==> config.mk <==
export PLATFORM = sky130hd
export DESIGN_NAME = io_port_unit_flat
export DESIGN_NICKNAME = d
export VERILOG_FILES = /design/src/rtl/io_port_unit_pkg.sv /design/src/rtl/io_port_unit_if.sv /design/src/rtl/io_port_unit_fifo.sv /design/src/rtl/io_port_unit.sv /design/src/flat_wrapper.sv
export SDC_FILE = /design/constraint.sdc
export NUM_CORES = 1
export LEC_CHECK = 0
export ABC_AREA = 1
export BUFFER_PORTS_ARGS = -buffer_cell sky130_fd_sc_hd__clkbuf_2
export CAP_MARGIN = 40
export CORE_MARGIN = 5
export CORE_UTILIZATION = 25
export CTS_BUF_LIST = sky130_fd_sc_hd__clkbuf_8 sky130_fd_sc_hd__clkbuf_16
export DETAILED_ROUTE_END_ITERATION = 10
export REMOVE_ABC_BUFFERS = 1
export SLEW_MARGIN = 0
export SYNTH_ARGS = -nofsm -noshare
export SYNTH_HDL_FRONTEND = slang
export SYNTH_SLANG_ARGS = --single-unit
==> constraint.sdc <==
create_clock -name Clk -period 1.6 [get_ports Clk]
set_input_delay 0.08 -clock Clk [delete_from_list [all_inputs] [get_ports Clk]]
set_output_delay 0.08 -clock Clk [all_outputs]
set_load 0.01 [all_outputs]
==> src/rtl/io_port_unit_pkg.sv <==
// io_port_unit_pkg: shared widths and interrupt FSM state encodings for the I/O port unit
package io_port_unit_pkg;
    localparam int IO_DATA_W = 16;
    typedef enum logic [1:0] {
        IO_INT_IDLE = 2'd0,
        IO_INT_FIRE = 2'd1,
        IO_INT_GAP  = 2'd2
    } int_state_e;
endpackage

==> src/rtl/io_port_unit_if.sv <==
// io_port_unit_if: core/external-side signal bundle of the I/O port unit
interface io_port_unit_if
    import io_port_unit_pkg::*;
#(
    parameter int DATA_W = IO_DATA_W,
    parameter int DEPTH  = 4
);
    localparam int CW = $clog2(DEPTH) + 1;
    logic [DATA_W-1:0] ext_in_data;
    logic              ext_in_valid;
    logic              ext_in_ready;
    logic [DATA_W-1:0] proc_in;
    logic              in_rd;
    logic              in_empty;
    logic [CW-1:0]     in_count;
    logic [DATA_W-1:0] proc_out;
    logic              out_wr;
    logic [DATA_W-1:0] ext_out_data;
    logic              ext_out_valid;
    logic              ext_out_ready;
    logic [CW-1:0]     out_count;
    logic              out_overflow;
    logic              int_req;
    logic              Int;
    modport slave (
        input  ext_in_data, ext_in_valid, in_rd, proc_out, out_wr, ext_out_ready, int_req,
        output ext_in_ready, proc_in, in_empty, in_count, ext_out_data, ext_out_valid,
               out_count, out_overflow, Int
    );
    modport master (
        output ext_in_data, ext_in_valid, in_rd, proc_out, out_wr, ext_out_ready, int_req,
        input  ext_in_ready, proc_in, in_empty, in_count, ext_out_data, ext_out_valid,
               out_count, out_overflow, Int
    );
endinterface

==> src/rtl/io_port_unit_fifo.sv <==
// io_fifo: DEPTH-entry FIFO; a write while full is taken only when the head pops the same cycle
module io_fifo
    import io_port_unit_pkg::*;
#(
    parameter int DATA_W = IO_DATA_W,
    parameter int DEPTH  = 4
) (
    input  logic                    Clk,
    input  logic                    Rst,
    input  logic                    wr,
    input  logic [DATA_W-1:0]       wdata,
    input  logic                    rd,
    output logic [DATA_W-1:0]       rdata,
    output logic                    full,
    output logic                    empty,
    output logic [$clog2(DEPTH):0]  count
);
    localparam int AW = $clog2(DEPTH);
    logic [DATA_W-1:0] mem [DEPTH];
    logic [AW-1:0]     wr_ptr, rd_ptr;
    logic              push, pop;
    assign empty = count == '0;
    assign full  = count == (AW+1)'(DEPTH);
    assign pop   = rd && !empty;
    assign push  = wr && (!full || pop);
    assign rdata = empty ? '0 : mem[rd_ptr];
    always_ff @(posedge Clk) begin
        if (Rst) begin
            wr_ptr <= '0;
            rd_ptr <= '0;
            count  <= '0;
        end else begin
            if (push) wr_ptr <= wr_ptr + AW'(1);
            if (pop) rd_ptr <= rd_ptr + AW'(1);
            count <= count + (AW+1)'(push) - (AW+1)'(pop);
        end
    end
    always_ff @(posedge Clk) begin
        if (push) mem[wr_ptr] <= wdata;
    end
endmodule

==> src/rtl/io_port_unit.sv <==
// io_port_unit: input/output FIFOs between core In/Out ports and the outside, plus interrupt pulse conditioning
module io_port_unit
    import io_port_unit_pkg::*;
#(
    parameter int DATA_W  = IO_DATA_W,
    parameter int DEPTH   = 4,
    parameter int INT_GAP = 4
) (
    input logic          Clk,
    input logic          Rst,
    io_port_unit_if.slave bus
);
    localparam int GW = $clog2(INT_GAP + 1);
    logic       in_full, out_full, out_empty;
    logic       req_q, rise, pending, pending_n, int_q;
    logic [GW-1:0] gap_cnt, gap_cnt_n;
    int_state_e state, state_n;
    // Input side must not accept while full even if the core pops, so ready stays free of in_rd.
    io_fifo #(.DATA_W(DATA_W), .DEPTH(DEPTH)) u_in (
        .Clk(Clk), .Rst(Rst), .wr(bus.ext_in_valid && !in_full), .wdata(bus.ext_in_data),
        .rd(bus.in_rd), .rdata(bus.proc_in), .full(in_full), .empty(bus.in_empty),
        .count(bus.in_count)
    );
    io_fifo #(.DATA_W(DATA_W), .DEPTH(DEPTH)) u_out (
        .Clk(Clk), .Rst(Rst), .wr(bus.out_wr), .wdata(bus.proc_out),
        .rd(bus.ext_out_ready), .rdata(bus.ext_out_data), .full(out_full), .empty(out_empty),
        .count(bus.out_count)
    );
    assign bus.ext_in_ready  = !in_full;
    assign bus.ext_out_valid = !out_empty;
    assign bus.Int           = int_q;
    assign rise              = bus.int_req && !req_q;
    always_ff @(posedge Clk) begin
        if (Rst) bus.out_overflow <= 1'b0;
        else if (bus.out_wr && out_full && !bus.ext_out_ready) bus.out_overflow <= 1'b1;
    end
    always_ff @(posedge Clk) begin
        if (Rst) begin
            state   <= IO_INT_IDLE;
            gap_cnt <= '0;
            pending <= 1'b0;
            req_q   <= 1'b0;
            int_q   <= 1'b0;
        end else begin
            state   <= state_n;
            gap_cnt <= gap_cnt_n;
            pending <= pending_n;
            req_q   <= bus.int_req;
            int_q   <= state_n == IO_INT_FIRE;
        end
    end
    // GAP ends one cycle early so the IDLE cycle completes the INT_GAP idle cycles.
    always_comb begin
        state_n   = state;
        gap_cnt_n = gap_cnt;
        pending_n = pending || rise;
        case (state)
            IO_INT_IDLE: begin
                state_n   = (rise || pending) ? IO_INT_FIRE : IO_INT_IDLE;
                pending_n = 1'b0;
            end
            IO_INT_FIRE: begin
                state_n   = IO_INT_GAP;
                gap_cnt_n = GW'(INT_GAP - 1);
            end
            IO_INT_GAP: begin
                gap_cnt_n = gap_cnt - GW'(1);
                state_n   = (gap_cnt <= GW'(1)) ? IO_INT_IDLE : IO_INT_GAP;
            end
            default: state_n = IO_INT_IDLE;
        endcase
    end
endmodule

==> src/flat_wrapper.sv <==
// flat-port wrapper written by rule: the top's interface ports become plain ports
module io_port_unit_flat import io_port_unit_pkg::*;
#(
    parameter int DATA_W  = IO_DATA_W,
    parameter int DEPTH   = 4,
    parameter int INT_GAP = 4
)
  (Clk, Rst, bus_ext_in_data, bus_ext_in_valid, bus_in_rd, bus_proc_out, bus_out_wr, bus_ext_out_ready, bus_int_req, bus_ext_in_ready, bus_proc_in, bus_in_empty, bus_in_count, bus_ext_out_data, bus_ext_out_valid, bus_out_count, bus_out_overflow, bus_Int);
  io_port_unit_if #(.DATA_W(DATA_W), .DEPTH(DEPTH)) bus_i ();
  input logic Clk;
  input logic Rst;
  input wire logic [$bits(bus_i.ext_in_data)-1:0] bus_ext_in_data;
  input wire logic [$bits(bus_i.ext_in_valid)-1:0] bus_ext_in_valid;
  input wire logic [$bits(bus_i.in_rd)-1:0] bus_in_rd;
  input wire logic [$bits(bus_i.proc_out)-1:0] bus_proc_out;
  input wire logic [$bits(bus_i.out_wr)-1:0] bus_out_wr;
  input wire logic [$bits(bus_i.ext_out_ready)-1:0] bus_ext_out_ready;
  input wire logic [$bits(bus_i.int_req)-1:0] bus_int_req;
  output wire logic [$bits(bus_i.ext_in_ready)-1:0] bus_ext_in_ready;
  output wire logic [$bits(bus_i.proc_in)-1:0] bus_proc_in;
  output wire logic [$bits(bus_i.in_empty)-1:0] bus_in_empty;
  output wire logic [$bits(bus_i.in_count)-1:0] bus_in_count;
  output wire logic [$bits(bus_i.ext_out_data)-1:0] bus_ext_out_data;
  output wire logic [$bits(bus_i.ext_out_valid)-1:0] bus_ext_out_valid;
  output wire logic [$bits(bus_i.out_count)-1:0] bus_out_count;
  output wire logic [$bits(bus_i.out_overflow)-1:0] bus_out_overflow;
  output wire logic [$bits(bus_i.Int)-1:0] bus_Int;
  assign bus_i.ext_in_data = bus_ext_in_data;
  assign bus_i.ext_in_valid = bus_ext_in_valid;
  assign bus_i.in_rd = bus_in_rd;
  assign bus_i.proc_out = bus_proc_out;
  assign bus_i.out_wr = bus_out_wr;
  assign bus_i.ext_out_ready = bus_ext_out_ready;
  assign bus_i.int_req = bus_int_req;
  assign bus_ext_in_ready = bus_i.ext_in_ready;
  assign bus_proc_in = bus_i.proc_in;
  assign bus_in_empty = bus_i.in_empty;
  assign bus_in_count = bus_i.in_count;
  assign bus_ext_out_data = bus_i.ext_out_data;
  assign bus_ext_out_valid = bus_i.ext_out_valid;
  assign bus_out_count = bus_i.out_count;
  assign bus_out_overflow = bus_i.out_overflow;
  assign bus_Int = bus_i.Int;
  io_port_unit #(.DATA_W(DATA_W), .DEPTH(DEPTH), .INT_GAP(INT_GAP)) u_core (.Clk(Clk), .Rst(Rst), .bus(bus_i));
endmodule
Yosys cells after proc, flatten, opt, wreduce, memory -nomap -nowiden
Memory sizes are Yosys's and may differ from the RTL's. A register that Yosys moved wholly into a read port is not among the register bits.
Index checks and enable logic that the tools add are counted.
{ "classes": {"n_addsub": 9, "mul": 0, "div": 0, "n_lt_le_gt_ge": 1, "n_eq_ne": 5, "n_shift": 0, "muxes": 14, "n_bitwise": 0, "n_reduce_logical": 22} }
{ "op_table": {"columns": ["operator", "count"], "rows": [
  ["$mux W16", 2],
  ["$mux W2", 5],
  ["$add A2 B1 Y2 const B", 4],
  ["$logic_and A1 B1 Y1", 8],
  ["$add A3 B1 Y3", 2],
  ["$eq A3 B3 Y1 const B", 2],
  ["$logic_not A1 Y1", 6],
  ["$logic_not A3 Y1", 2],
  ["$pmux W2 S3", 1],
  ["$pmux W3 S2", 1],
  ["$sub A3 B1 Y3", 2],
  ["$mux W1", 5],
  ["$eq A2 B1 Y1 const B", 2],
  ["$le A3 B1 Y1 const B", 1],
  ["$logic_or A1 B1 Y1", 3],
  ["$sub A3 B1 Y3 const B", 1],
  ["$eq A2 B2 Y1 const B", 1],
  ["$logic_not A2 Y1", 1],
  ["$reduce_bool A2 Y1", 1],
  ["$reduce_or A2 Y1", 1]
]} }
{ "word_totals": {"regBits": 23, "latch_bits": 0, "mem_bits_rw": 128, "romBits": 0, "wordCells": 65, "n_memories": 2} }
{ "memory_table": {"columns": ["memory", "words", "word_bits", "rd", "rd_ports_with_merged_regs", "write_ports", "line_no", "rtl"], "rows": [
  ["u_core.u_in.mem", 4, 16, 1, 1, 1, "io_port_unit_fifo.sv:19", "logic [DATA_W-1:0] mem [DEPTH];"],
  ["u_core.u_out.mem", 4, 16, 1, 1, 1, "io_port_unit_fifo.sv:19", null]
]} }

Logic depth before layout (Yosys ltp)
Gate-level depths: netlist (run 1).
{ "logic_depth": {"ltp_word": 7, "mapped_depth": 12} }

Modules after synthesis
A second synthesis (run 1) with hierarchy kept.
{ "hier_totals": {"hier_cells": 576, "area_unflattened_um2": 6457.4} }
{ "by_module_without_submodules": {"columns": ["module", "instances", "cells_per_inst", "area_each_um2"], "rows": [
  ["io_fifo", 2, 258, 3019.1],
  ["io_port_unit", 1, 60, 419.2]
]} }

Worst setup path before layout (run 1)
Ideal clock, no wire load.
{ "synth_path": {"kind": "register to register", "from": "register u_core.u_in.count[1]", "to": "register u_core.u_in.count[1]", "setup_time_ns": 0.128, "arrival_ns": 1.803, "required_ns": 1.472, "slack_ns": -0.330, "path_stages_with_launch": 10, "n_path_buf": 0, "cell_sequence": "dfxtp_1 > nor2_1 > nand2_1 > nand2_2 > ha_1 > inv_1 > ha_1 > inv_1 > fa_1 > nor2_1"} }
{ "synth_via": {"elab_cells_between_ends": 10, "classes_between": "2 x add/sub; 1 x eq/ne; 7 x reduce/logical"} }
{ "synth_lines": {"columns": ["element", "line_no", "rtl"], "rows": [
  ["start: declaration", "io_port_unit_fifo.sv:16", "output logic [$clog2(DEPTH):0] count"],
  ["start signal: assignment", "io_port_unit_fifo.sv:35", "count <= count + (AW+1)'(push) - (AW+1)'(pop);"],
  ["$eq A3 B3 Y1 (*)", "io_port_unit_fifo.sv:23", "assign full = count == (AW+1)'(DEPTH);"],
  ["$logic_not A1 Y1 (*)", null, null],
  ["net bus_ext_in_ready", "flat_wrapper.sv:19", "output wire logic [$bits(bus_i.ext_in_ready)-1:0] bus_ext_in_ready;"],
  ["$logic_and A1 B1 Y1 / $logic_or A1 B1 Y1 (equally long branches)", "io_port_unit.sv:20, io_port_unit_fifo.sv:25", null],
  ["$logic_and A1 B1 Y1 (*)", "io_port_unit_fifo.sv:25", "assign push = wr && (!full || pop);"],
  ["$add A3 B1 Y3 (*)", "io_port_unit_fifo.sv:35", null],
  ["$sub A3 B1 Y3 (*)", "io_port_unit_fifo.sv:35", null]
]} }
The timed path passes the listed nets; every way through them passes the cells marked *.
A chain may end at the register's enable or synchronous reset.

Final worst setup path (run 1)
{ "layout_path": {"from": "register u_core.u_out.count[1]", "to": "register u_core.u_out.count[1]"} }
{ "layout_via": {"elab_chain_cells": 7, "elab_cells_between_ends": 9, "classes_between": "2 x add/sub; 1 x eq/ne; 6 x reduce/logical"} }
{ "layout_lines": {"columns": ["element", "line_no", "rtl"], "rows": [
  ["start: declaration", "io_port_unit_fifo.sv:16", null],
  ["start signal: assignment", "io_port_unit_fifo.sv:35", null],
  ["$logic_not A3 Y1 (*)", "io_port_unit_fifo.sv:22", "assign empty = count == '0;"],
  ["$logic_not A1 Y1 (*)", "io_port_unit_fifo.sv:24", "assign pop = rd && !empty;"],
  ["$logic_and A1 B1 Y1 (*)", "io_port_unit_fifo.sv:24", null],
  ["net u_core.u_out.pop", "io_port_unit_fifo.sv:21", "logic push, pop;"],
  ["$logic_or A1 B1 Y1", "io_port_unit_fifo.sv:25", null],
  ["$logic_and A1 B1 Y1", "io_port_unit_fifo.sv:25", null],
  ["$add A3 B1 Y3", "io_port_unit_fifo.sv:35", null],
  ["$sub A3 B1 Y3 (*)", "io_port_unit_fifo.sv:35", null]
]} }
Marked as above.

==> flow_summary.toml, run 1 <==
[finish]
multi_input_area_um2 = 2340
seq_area_um2 = 4400
fin_util_pct = 38.3
layout-drive-gt1-share_pct = 42.3
syn2layout_area_growth_pct = 50.2
diodes = 0
net_total_in_the_final_layout = 802
num-fill-cells = 2426
post-route-cell-area_um2 = 9670

[cts]
cts_inserted_buffers = 17
cts_tree = "yes"
clkSlewWorstSetupHoldPaths_ns = 0.07
cts.path.max_buffers = 2
htree_levels = 4
clockRootBuffer = "sky130_fd_sc_hd__clkbuf_16"
worst_skew_pair.late_latency_ns = 0.42
clock_sinks = 155

[placed_design]
globalplace.congestion = 0.733
io_buffers = 81
detailed_place_hpwl_um = 8780
post-place-ws_ns = -0.274
placedInstanceArea_um2 = 7460

[yosys]
mean_syn_cell_area_um2 = 11.4
ys.flop_type = "sky130_fd_sc_hd__edfxtp_1"
netlist.area_leader.share_pct = 59.7
synth_seq_cells = 155
async_flop_share_pct = 0
syn_inst = 563
post_synth_main_area_contributors = "sky130_fd_sc_hd__edfxtp_1, sky130_fd_sc_hd__nor2_1, sky130_fd_sc_hd__dfxtp_1"
synth_enable_flop_cells = 128
post-synth-top-count-cell = "sky130_fd_sc_hd__nor2_1"
yosys_warnings = 0
synth.lib_cells_used.distinct = 26
fraction_of_the_yosys_area_taken_by_sequential_cells_pct = 68.1
synth.top_cells.by_count = "sky130_fd_sc_hd__nor2_1, sky130_fd_sc_hd__edfxtp_1, sky130_fd_sc_hd__o21ai_1"
synth.cell_area_um2 = 6430
yosysTopAreaCell = "sky130_fd_sc_hd__edfxtp_1"

[sta]
timing.final.ws_setup_ns = -0.177
report.final.slew_viol_count = 0
fin_skew_ns = 0.0112
post-route-period-util_pct = 111
timing.final.setup_violations = 38
finalHoldViolations = 0
layout_min_cycle_time_ns = 1.78
fin_worst_hold_slack_ns = 0.0503
setup_tns_ns = -3.04
grt_setup_unrepaired = "true"
maximum_clock_rate_mhz = 563
tightest_slew_ns = 0.324
max_slew_margin_vs_limit_pct = 78.4

[floorplan]
core_footprint_um2 = 25300
fp-row-count = 58
fp.dieH_um = 170
die-area_um2 = 29000
die_width_um = 170
floorplan.initialDensity_pct = 25.5
io_pins = 82

[detailed_routing]
routed_wire_length_per_instance_um = 14.7
detail_route.drc_violations = 0
route.antenna.remaining_nets = 0
detail_route.first_pass.iterations = 4
viasPerCell = 4.29
drt_iter0_markers = 175
via_count = 4661
wirelength_um = 16000

[grt]
grt_pass1_vias = 4682
grt_pass1_wl_um = 24000
antenna_found_initial = 0
groute.usage.overall_pct = 10.6
grt_remaining_overflow = 0
grt_start_max_net_pins = 17

[worst_setup_path]
critPathCapture = "u_core.u_out.count[1]"
worst-endpoint-arrival_ns = 2.12
cp_cell_sequence = "nor2_4 -> nand2_4 -> nand2_4 -> inv_4 -> ha_4 -> inv_2 -> ha_4 -> fa_2 -> inv_1 -> nor2_1"
worstSetupStartpoint = "u_core.u_out.count[1]"
r2r.worst_path.cells = 10
setup.worst_path.end_class = "flip-flop"
critical_path.reg2reg.endpoint = "u_core.u_out.count[1]"
critPathRequiredTime_ns = 1.95
crit_path_top_delay_cell = "sky130_fd_sc_hd__fa_2"
critPathLaunchType = "flip-flop"
critical_path.max_stage_delay_ns = 0.51
cp.depth = 10
path_class = "reg -> reg"
path_max_fanout = 3
path_delay_family = "adder cells"
timing.reg2reg.setup_slack_ns = -0.18
r2r_start = "u_core.u_out.count[1]"
crit_buf_inv = 3

[pwr]
leakagePower_uw = 0.00363
pwr-share-seq_pct = 32.9
pwr-share-comb_pct = 40.2
irDropWorstVdd_mv = 0.838
switchingPower_uw = 5410
power.density_cell_area_nw_per_um2 = 1620
clkPwrFrac_pct = 26.9
power.switching_fraction_pct = 34.6
cellInternalPower_uw = 10200

[worst_hold_path]
holdCritPathClass = "in -> reg"

[outcome]
outcome = "finished with violations"
failed_checks = "negative setup slack"

[job]
drv_cap = 0
-- timing repair --
| action | in CTS | in global routing |
|---|---|---|
| gates resized for setup | 118 | 142 |
| hold buffers | 35 | 0 |
| endpoints found under the setup margin | 36 | 39 |
| pin swaps | 51 | 84 |
| buffers inserted | 19 | 8 |
| gates cloned | 7 | 3 |
| hold endpoints to repair | 133 | 0 |
-- flip-flops by register name, summed over array words and instances (netlist names), named ones only --
register,count
u_core.u_in.mem,64
u_core.u_out.mem,64
u_core.gap_cnt,3
u_core.u_in.count,3
u_core.u_out.count,3
u_core.state,2
u_core.u_in.rd_ptr,2
u_core.u_in.wr_ptr,2
u_core.u_out.rd_ptr,2
u_core.u_out.wr_ptr,2
u_core.bus.Int,1
u_core.bus.out_overflow,1
u_core.pending,1
u_core.req_q,1
-- cells by family (layout without fill, tap and decap cells) --
| group | after synthesis | after routing | synth area share (%) |
|---|---|---|---|
| flops | 155 | 155 | 68.1 |
| fa+ha+maj | 19 | 19 | 3.93 |
| simple gates | 206 | 206 | 12.7 |
| xor+xnor | 2 | 2 | 0.272 |
| compound gates | 111 | 111 | 8.91 |
| buf+inv | 70 | 264 | 6.09 |
-- stage by stage --
stage	std cells	power [uW]
after floorplan	540	7330
after global placement	988	9330
after detailed placement	988	9370
after CTS	1080	15000
after global routing	1087	16500
final	1087	15700
-- power groups by stage --
stage / logic (uW) / clock network, uW / registers, uW
finish: 6290 / 4210 / 5150
global route: 6860 / 4450 / 5190
CTS: 5630 / 4300 / 5110
detailed placement: 4250 / 0 / 5120
global placement: 4230 / 0 / 5100
floorplan: 2080 / 0 / 5250
-- routing by layer --
metal	part of all wire (%)	global-route usage (%)	vias to the layer above	routed length (um)
met3	4.1	2.58	15	654
li1	-	-	2279	-
met5	0	0	-	0
met1	43	13.6	2268	6930
met2	51	17.4	99	8150
met4	1.4	4.06	0	227
-- final cells by class --
class / count / area share [%]
Clock inverter: 15 / 1.97
Inverter: 47 / 2.26
Multi-Input combinational cell: 338 / 24.2
Sequential cell: 155 / 45.5
Tap cell: 330 / 4.27
Clock buffer: 17 / 4.40
Timing Repair Buffer: 185 / 17.4
-- worst min path at each step --
stage	endpoint	slack, ns	depth (start not counted)	start
final	u_core.u_out.count[2]	0.05	2	Rst
after global routing	u_core.bus.out_overflow	0.08	4	bus_ext_out_ready
after CTS	u_core.bus.out_overflow	0.03	4	bus_ext_out_ready
after detailed placement	u_core.u_out.mem[3][5]	0.30	1	bus_proc_out[5]
after global placement	u_core.u_in.mem[1][12]	0.30	1	bus_ext_in_data[12]
after floorplan	u_core.bus.out_overflow	0.15	1	Rst
-- layout by cell type, fill, tap and decap left out, types with 3 or more instances in the layout --
master / instances
sky130_fd_sc_hd__inv_8: 4
sky130_fd_sc_hd__buf_6: 8
sky130_fd_sc_hd__ha_1: 13
sky130_fd_sc_hd__nor2_1: 95
sky130_fd_sc_hd__inv_6: 4
sky130_fd_sc_hd__nand2_1: 28
sky130_fd_sc_hd__buf_12: 15
sky130_fd_sc_hd__dfxtp_1: 19
sky130_fd_sc_hd__o21ai_4: 13
sky130_fd_sc_hd__o21ai_0: 5
sky130_fd_sc_hd__dfxtp_2: 6
sky130_fd_sc_hd__o21ai_2: 14
sky130_fd_sc_hd__buf_4: 33
sky130_fd_sc_hd__inv_1: 36
sky130_fd_sc_hd__nand3_1: 10
sky130_fd_sc_hd__a21oi_2: 15
sky130_fd_sc_hd__ha_4: 4
sky130_fd_sc_hd__dlygate4sd3_1: 35
sky130_fd_sc_hd__o21ai_1: 37
sky130_fd_sc_hd__buf_16: 5
sky130_fd_sc_hd__inv_2: 4
sky130_fd_sc_hd__nor2_4: 44
sky130_fd_sc_hd__nand2_2: 3
sky130_fd_sc_hd__clkbuf_2: 51
sky130_fd_sc_hd__buf_8: 5
sky130_fd_sc_hd__inv_4: 4
sky130_fd_sc_hd__nor2_2: 21
sky130_fd_sc_hd__edfxtp_1: 128
sky130_fd_sc_hd__clkinv_4: 4
sky130_fd_sc_hd__clkbuf_16: 20
sky130_fd_sc_hd__buf_2: 30
sky130_fd_sc_hd__bufinv_16: 3
sky130_fd_sc_hd__a21oi_1: 25
(Power assumes the default switching activity.)
==> inputs of run 2 (changes only) <==
--- a/config.mk
+++ b/config.mk
@@ -5,7 +5,6 @@
 export SDC_FILE = /design/constraint.sdc
 export NUM_CORES = 1
 export LEC_CHECK = 0
-export ABC_AREA = 1
 export BUFFER_PORTS_ARGS = -buffer_cell sky130_fd_sc_hd__clkbuf_2
 export CAP_MARGIN = 40
 export CORE_MARGIN = 5
@@ -16,4 +15,5 @@
 export SLEW_MARGIN = 0
 export SYNTH_ARGS = -nofsm -noshare
 export SYNTH_HDL_FRONTEND = slang
+export SYNTH_HIERARCHICAL = 1
 export SYNTH_SLANG_ARGS = --single-unit
==> run 2 against run 1 <==
Net effect:
- the run still ends with negative setup slack left
- power increased by 1.4%
- highest routed layer unchanged
- combinational power increased by 5.7%
- largest power group unchanged
- via count decreased by 24%
- utilization decreased by 1.6 points
==> flow_summary.toml, run 2 <==
[outcome]
outcome = "finished with violations"
failed_checks = "negative setup slack"

[sta]
layout_min_cycle_time_ns = 1.99
tightest_slew_ns = 0.565
grt_setup_unrepaired = "true"
timing.final.ws_setup_ns = -0.394
report.final.slew_viol_count = 0
maximum_clock_rate_mhz = 502
timing.final.setup_violations = 46
post-route-period-util_pct = 125
finalHoldViolations = 0
fin_skew_ns = 0.0169
max_slew_margin_vs_limit_pct = 62.3

[worst_setup_path]
cp_cell_sequence = "o31ai_4 -> or2_4 -> a21bo_4 -> ha_4 -> fa_2 -> xnor2_2 -> xnor2_1 -> nor2_1"
crit_path_top_delay_cell = "sky130_fd_sc_hd__dfxtp_4"
worst-endpoint-arrival_ns = 2.28
critPathLaunchType = "flip-flop"
critical_path.max_stage_delay_ns = 0.37
setup.worst_path.end_class = "flip-flop"
path_class = "reg -> reg"
path_max_fanout = 3
critPathRequiredTime_ns = 1.88

[cts]
worst_skew_pair.late_latency_ns = 0.43
cts_inserted_buffers = 17
clockRootBuffer = "sky130_fd_sc_hd__clkbuf_16"
htree_levels = 4
clkSlewWorstSetupHoldPaths_ns = 0.07
cts_tree = "yes"
clock_sinks = 155
cts.path.max_buffers = 2

[floorplan]
fp-row-count = 58
io_pins = 82
floorplan.initialDensity_pct = 25.2
fp.dieH_um = 169
die_width_um = 169
die-area_um2 = 28500
core_footprint_um2 = 25000

[yosys]
fraction_of_the_yosys_area_taken_by_sequential_cells_pct = 69.6
synth.cell_area_um2 = 6290
async_flop_share_pct = 0
netlist.area_leader.share_pct = 61.1
synth_seq_cells = 155
yosysTopAreaCell = "sky130_fd_sc_hd__edfxtp_1"
syn_inst = 342
yosys_warnings = 6
post-synth-top-count-cell = "sky130_fd_sc_hd__edfxtp_1"
ys.flop_type = "sky130_fd_sc_hd__edfxtp_1"
post_synth_main_area_contributors = "sky130_fd_sc_hd__edfxtp_1, sky130_fd_sc_hd__dfxtp_1, sky130_fd_sc_hd__mux4_2"
synth.top_cells.by_count = "sky130_fd_sc_hd__edfxtp_1, sky130_fd_sc_hd__nor2b_1, sky130_fd_sc_hd__dfxtp_1"
synth_enable_flop_cells = 128
mean_syn_cell_area_um2 = 18.4
synth.lib_cells_used.distinct = 38

[placed_design]
detailed_place_hpwl_um = 7970
post-place-ws_ns = -0.535
placedInstanceArea_um2 = 7390
globalplace.congestion = 0.740
io_buffers = 81

[pwr]
irDropWorstVdd_mv = 1.29
power.density_cell_area_nw_per_um2 = 1730
leakagePower_uw = 0.00336

[job]
drv_cap = 0

[finish]
layout-drive-gt1-share_pct = 48.9
diodes = 0
fin_util_pct = 36.7
reg_top3 = "u_core/u_in/mem: 64 flops, u_core/u_out/mem: 64 flops"
num-fill-cells = 2319
mostFrequentLayoutCells = "sky130_fd_sc_hd__edfxtp_1, sky130_fd_sc_hd__clkbuf_2, sky130_fd_sc_hd__dlygate4sd3_1, sky130_fd_sc_hd__mux4_2, sky130_fd_sc_hd__buf_6"
final_common_cell = "sky130_fd_sc_hd__edfxtp_1"
post-route-cell-area_um2 = 9160
net_total_in_the_final_layout = 570
syn2layout_area_growth_pct = 45.5

[detailed_routing]
via_count = 3549
route.antenna.remaining_nets = 0
detail_route.drc_violations = 0
viasPerCell = 4.14
drt_iter0_markers = 150
detail_route.first_pass.iterations = 4
routed_wire_length_per_instance_um = 16.8
wirelength_um = 14400

[grt]
antenna_found_initial = 0
grt_remaining_overflow = 0
grt_pass1_wl_um = 21800
groute.usage.overall_pct = 10.1
grt_pass1_vias = 3969
grt_start_max_net_pins = 30

[worst_hold_path]
holdCritPathClass = "in -> reg"
[run 2: changes by cell type in the layout (fill, tap and decap cells not counted), sizes merged, moves of 8 or more]
cell | before | now
nand3 | 11 | 1
nand2 | 33 | 2
a21oi | 40 | 4
inv | 52 | 27
buf | 96 | 68
o21ai | 69 | 5
nor2b | 0 | 39
clkbuf | 71 | 82
nor2 | 160 | 13
and2 | 0 | 8
mux4 | 0 | 32
[run 2: power by group]
part / switching (uW) / total [uW] / internal, uW
logic: 2800 / 6650 / 3850
registers: 285 / 5220 / 4930
clock network: 1900 / 4010 / 2110
[run 2: worst paths after layout]
path | from | endpoint | slack, ns | depth (start not counted)
max reg2reg | u_core/u_out/count[1] | u_core/u_out/count[2] | -0.39 | 8
min | bus_in_rd | flip-flop | 0.16 | 5
max | u_core/u_out/count[1] | u_core/u_out/count[2] | -0.39 | 8
min reg2reg | u_core/u_in/rd_ptr[1] | flip-flop | 0.50 | 2
[run 2: area by class of cell]
type / instances / area (um^2) / area share, %
flip-flops and latches: 155 / 4410 / 48.1
repair buffers: 167 / 1720 / 18.8
well taps: 330 / 413 / 4.51
clock buffers: 17 / 425 / 4.64
inverters: 17 / 63.8 / 0.697
clock inverters: 15 / 168 / 1.83
multi-input cells: 157 / 1960 / 21.4
[run 2: critical path: cells and delay by family (launching register included)]
kind	cells	cell delay (ns)
adder cells (fa/ha/maj)	2	0.51
AND/OR/NAND/NOR	2	0.21
XOR/XNOR	2	0.28
AO/OA/AOI/OAI	2	0.48
flip-flops	1	0.37
[run 2: timing repair]
action                     CTS  global route
cloned                       6             7
hold buffers                34             0
setup buffers                8             9
pin swaps                   14            12
resized for setup           87            73
setup endpoints to repair  102           168
hold endpoints to repair   131             0
[run 2: cell families (layout without fill, tap and decap cells)]
family	Yosys count	in the layout	share of synthesized area, %
AND/OR/NAND/NOR	81	81	8.55
flip-flops	155	155	69.6
adder cells (fa/ha/maj)	16	16	3.42
XOR/XNOR	6	6	0.835
AO/OA/AOI/OAI	17	17	1.87
multiplexers	37	37	13.0
buffers and inverters	30	216	2.68
[run 2: routing by layer]
metal	track usage (%)	vias to the layer above	part of all wire, %
met5	0	-	0
met4	3.35	0	0.85
met3	2.83	8	4.0
met2	18.0	95	54
met1	11.6	1805	41
li1	-	1641	-
[run 2: through the flow]
stage	setup TNS, ns	cells	total power (uW)	hold WS, ns
after floorplan	-25.88	329	7550	0.149
final	-8.22	858	15900	0.157
after CTS	-15.76	850	14800	0.126
after global placement	-1.32	771	9350	0.294
after global routing	-13.73	858	16700	0.163
after detailed placement	-4.92	771	9490	0.301
==> inputs of run 3 (changes only) <==
--- a/config.mk
+++ b/config.mk
@@ -11,8 +11,9 @@
 export CORE_UTILIZATION = 25
 export CTS_BUF_LIST = sky130_fd_sc_hd__clkbuf_8 sky130_fd_sc_hd__clkbuf_16
 export DETAILED_ROUTE_END_ITERATION = 10
+export GPL_TIMING_DRIVEN = 0
 export REMOVE_ABC_BUFFERS = 1
-export SLEW_MARGIN = 0
+export SLEW_MARGIN = 20
 export SYNTH_ARGS = -nofsm -noshare
 export SYNTH_HDL_FRONTEND = slang
 export SYNTH_HIERARCHICAL = 1
==> constraint.sdc (replaced) <==
create_clock -name Clk -period 1.9 [get_ports Clk]
set_input_delay 0.095 -clock Clk [delete_from_list [all_inputs] [get_ports Clk]]
set_output_delay 0.095 -clock Clk [all_outputs]
set_load 0.01 [all_outputs]
==> run 3 against run 2 <==
Net effect:
- the run still ends with negative setup slack left
- setup slack better by 0.25 ns
- combinational power down 31%
- global-route usage down 0.95 points
- first-iteration DRC count up 17%
- critical path depth up 1
- wire length down 12%
- power down 22%
- final cell count down 2.0%
- clock skew down 0.010 ns
- register-to-register slack better by 0.25 ns
- die area unchanged
- maximum frequency down 2.4%
- largest power group unchanged
- highest routed layer unchanged
==> flow_summary.toml, run 3 (synthesis gave the netlist of run 2 again) <==
[outcome]
outcome = "finished with violations"
failed_checks = "negative setup slack"

[grt]
grt_pass1_vias = 3795
antenna_found_initial = 0
grt_busiest_layer = "met2"
grt_util_met2_pct = 16.7
grt_remaining_overflow = 0
groute.usage.overall_pct = 9.10
globalRouteMet3Util_pct = 2.71
grt_start_max_net_pins = 30
grt_pass1_wl_um = 20100
met1_usage_pct = 10.2

[cts]
clock_sinks = 155
clkSlewWorstSetupHoldPaths_ns = 0.07
clockRootBuffer = "sky130_fd_sc_hd__clkbuf_16"
cts_inserted_buffers = 17
cts_tree = "yes"
worst_skew_pair.late_latency_ns = 0.41
htree_levels = 4
cts.path.max_buffers = 2

[worst_setup_path]
crit_buf_inv = 0
critical_path.max_stage_delay_ns = 0.38
timing.reg2reg.setup_slack_ns = -0.14
crit_path_top_delay_cell = "sky130_fd_sc_hd__dfxtp_4"
critPathRequiredTime_ns = 2.18
cp_cell_sequence = "nor3b_4 -> nor2b_2 -> a21boi_4 -> a21bo_4 -> ha_4 -> fa_2 -> xnor2_2 -> xnor2_1 -> nor2_1"
critPathLaunchType = "flip-flop"
worst-endpoint-arrival_ns = 2.32
path_delay_family = "adder cells"
setup.worst_path.end_class = "flip-flop"
path_max_fanout = 4
path_class = "reg -> reg"

[finish]
final_common_cell = "sky130_fd_sc_hd__edfxtp_1"
reg_top3 = "u_core/u_in/mem: 64 flops, u_core/u_out/mem: 64 flops"
mostFrequentLayoutCells = "sky130_fd_sc_hd__edfxtp_1, sky130_fd_sc_hd__clkbuf_2, sky130_fd_sc_hd__dlygate4sd3_1, sky130_fd_sc_hd__mux4_2, sky130_fd_sc_hd__nor2b_1"
layout-drive-gt1-share_pct = 45.6
diodes = 0
net_total_in_the_final_layout = 553
syn2layout_area_growth_pct = 38.1

[pwr]
leakagePower_uw = 0.00315
pwr-share-comb_pct = 37.1
cellInternalPower_uw = 8570
pwr-share-seq_pct = 36.1
switchingPower_uw = 3880
irDropWorstVdd_mv = 0.707
power.switching_fraction_pct = 31.2
power.density_cell_area_nw_per_um2 = 1430
clkPwrFrac_pct = 26.8

[sta]
timing.final.ws_setup_ns = -0.143
timing.final.setup_violations = 3
setup_tns_ns = -0.272
post-route-period-util_pct = 108
report.final.slew_viol_count = 0
grt_setup_unrepaired = "true"
max_slew_margin_vs_limit_pct = 62.9
tightest_slew_ns = 0.557
fin_skew_ns = 0.00676
layout_min_cycle_time_ns = 2.04
maximum_clock_rate_mhz = 490
finalHoldViolations = 0
fin_worst_hold_slack_ns = 0.0668

[placed_design]
io_buffers = 81
detailed_place_hpwl_um = 8180
globalplace.congestion = 0.705

[worst_hold_path]
holdCritPathClass = "in -> reg"

[floorplan]
core_footprint_um2 = 25000
io_pins = 82
die-area_um2 = 28500
fp.dieH_um = 169
fp-row-count = 58
floorplan.initialDensity_pct = 25.2
die_width_um = 169

[detailed_routing]
route.antenna.remaining_nets = 0
detail_route.drc_violations = 0
drt_iter0_markers = 176
routed_wire_length_per_instance_um = 15.0
viasPerCell = 4.04
detail_route.first_pass.iterations = 4
via_count = 3401
wirelength_um = 12600

[job]
drv_cap = 0
run 3: power by group through the flow:
stage / logic (uW) / registers, uW / clock network [uW]
after floorplan: 1830 / 4530 / 0
after global placement: 2790 / 4600 / 0
after detailed placement: 3180 / 4540 / 0
after CTS: 4020 / 4490 / 3450
after global routing: 4980 / 4550 / 3620
final: 4620 / 4490 / 3330
run 3: timing repair:
item,CTS,global route
setup endpoints to repair,118,58
gates resized for setup,52,66
gates cloned,1,0
hold buffers,34,0
setup buffers,20,4
pin swaps,14,11
endpoints found under the hold margin,130,0
run 3: tightest hold or removal path, stage by stage:
cell and delay (ns):
sky130_fd_sc_hd__clkbuf_2 0.13, sky130_fd_sc_hd__inv_1 0.06, sky130_fd_sc_hd__a31oi_1 0.08, sky130_fd_sc_hd__nor2_1 0.07
run 3: final cells by class:
cell class / count / area, um^2
Sequential cell: 155 / 4420
Clock inverter: 15 / 170
Tap cell: 330 / 413
Timing Repair Buffer: 150 / 1270
Clock buffer: 17 / 425
Multi-Input combinational cell: 157 / 1930
Fill cell: 2380 / 16300
Inverter: 17 / 63.8
run 3: stage by stage:
step	std cells	util [%]	power, uW	setup WS (ns)	area [um^2]
2_1_floorplan	329	-	6360	-0.317	6190
3_3_place_gp	740	28.1	7400	-0.379	7010
3_5_place_dp	750	28.7	7720	-0.494	7160
4_1_cts	837	33.9	12000	-0.204	8470
5_1_grt	841	34.8	13100	-0.227	8690
6_report	841	34.8	12400	-0.143	8690
run 3: path summary, 6_finish.rpt:
path	startpoint	endpoint	depth (start not counted)
max	u_core/u_in/count[1]	u_core/u_in/count[2]	9
min reg2reg	u_core/u_out/rd_ptr[1]	flip-flop	2
min	bus_ext_out_ready	u_core/bus.out_overflow	4
max reg2reg	u_core/u_in/count[1]	u_core/u_in/count[2]	9
run 3: layer usage:
layer	part of all wire, %	up-vias
met2	54	80
met3	5.4	7
li1	-	1602
met1	39	1712
met5	0	-
met4	1.0	0
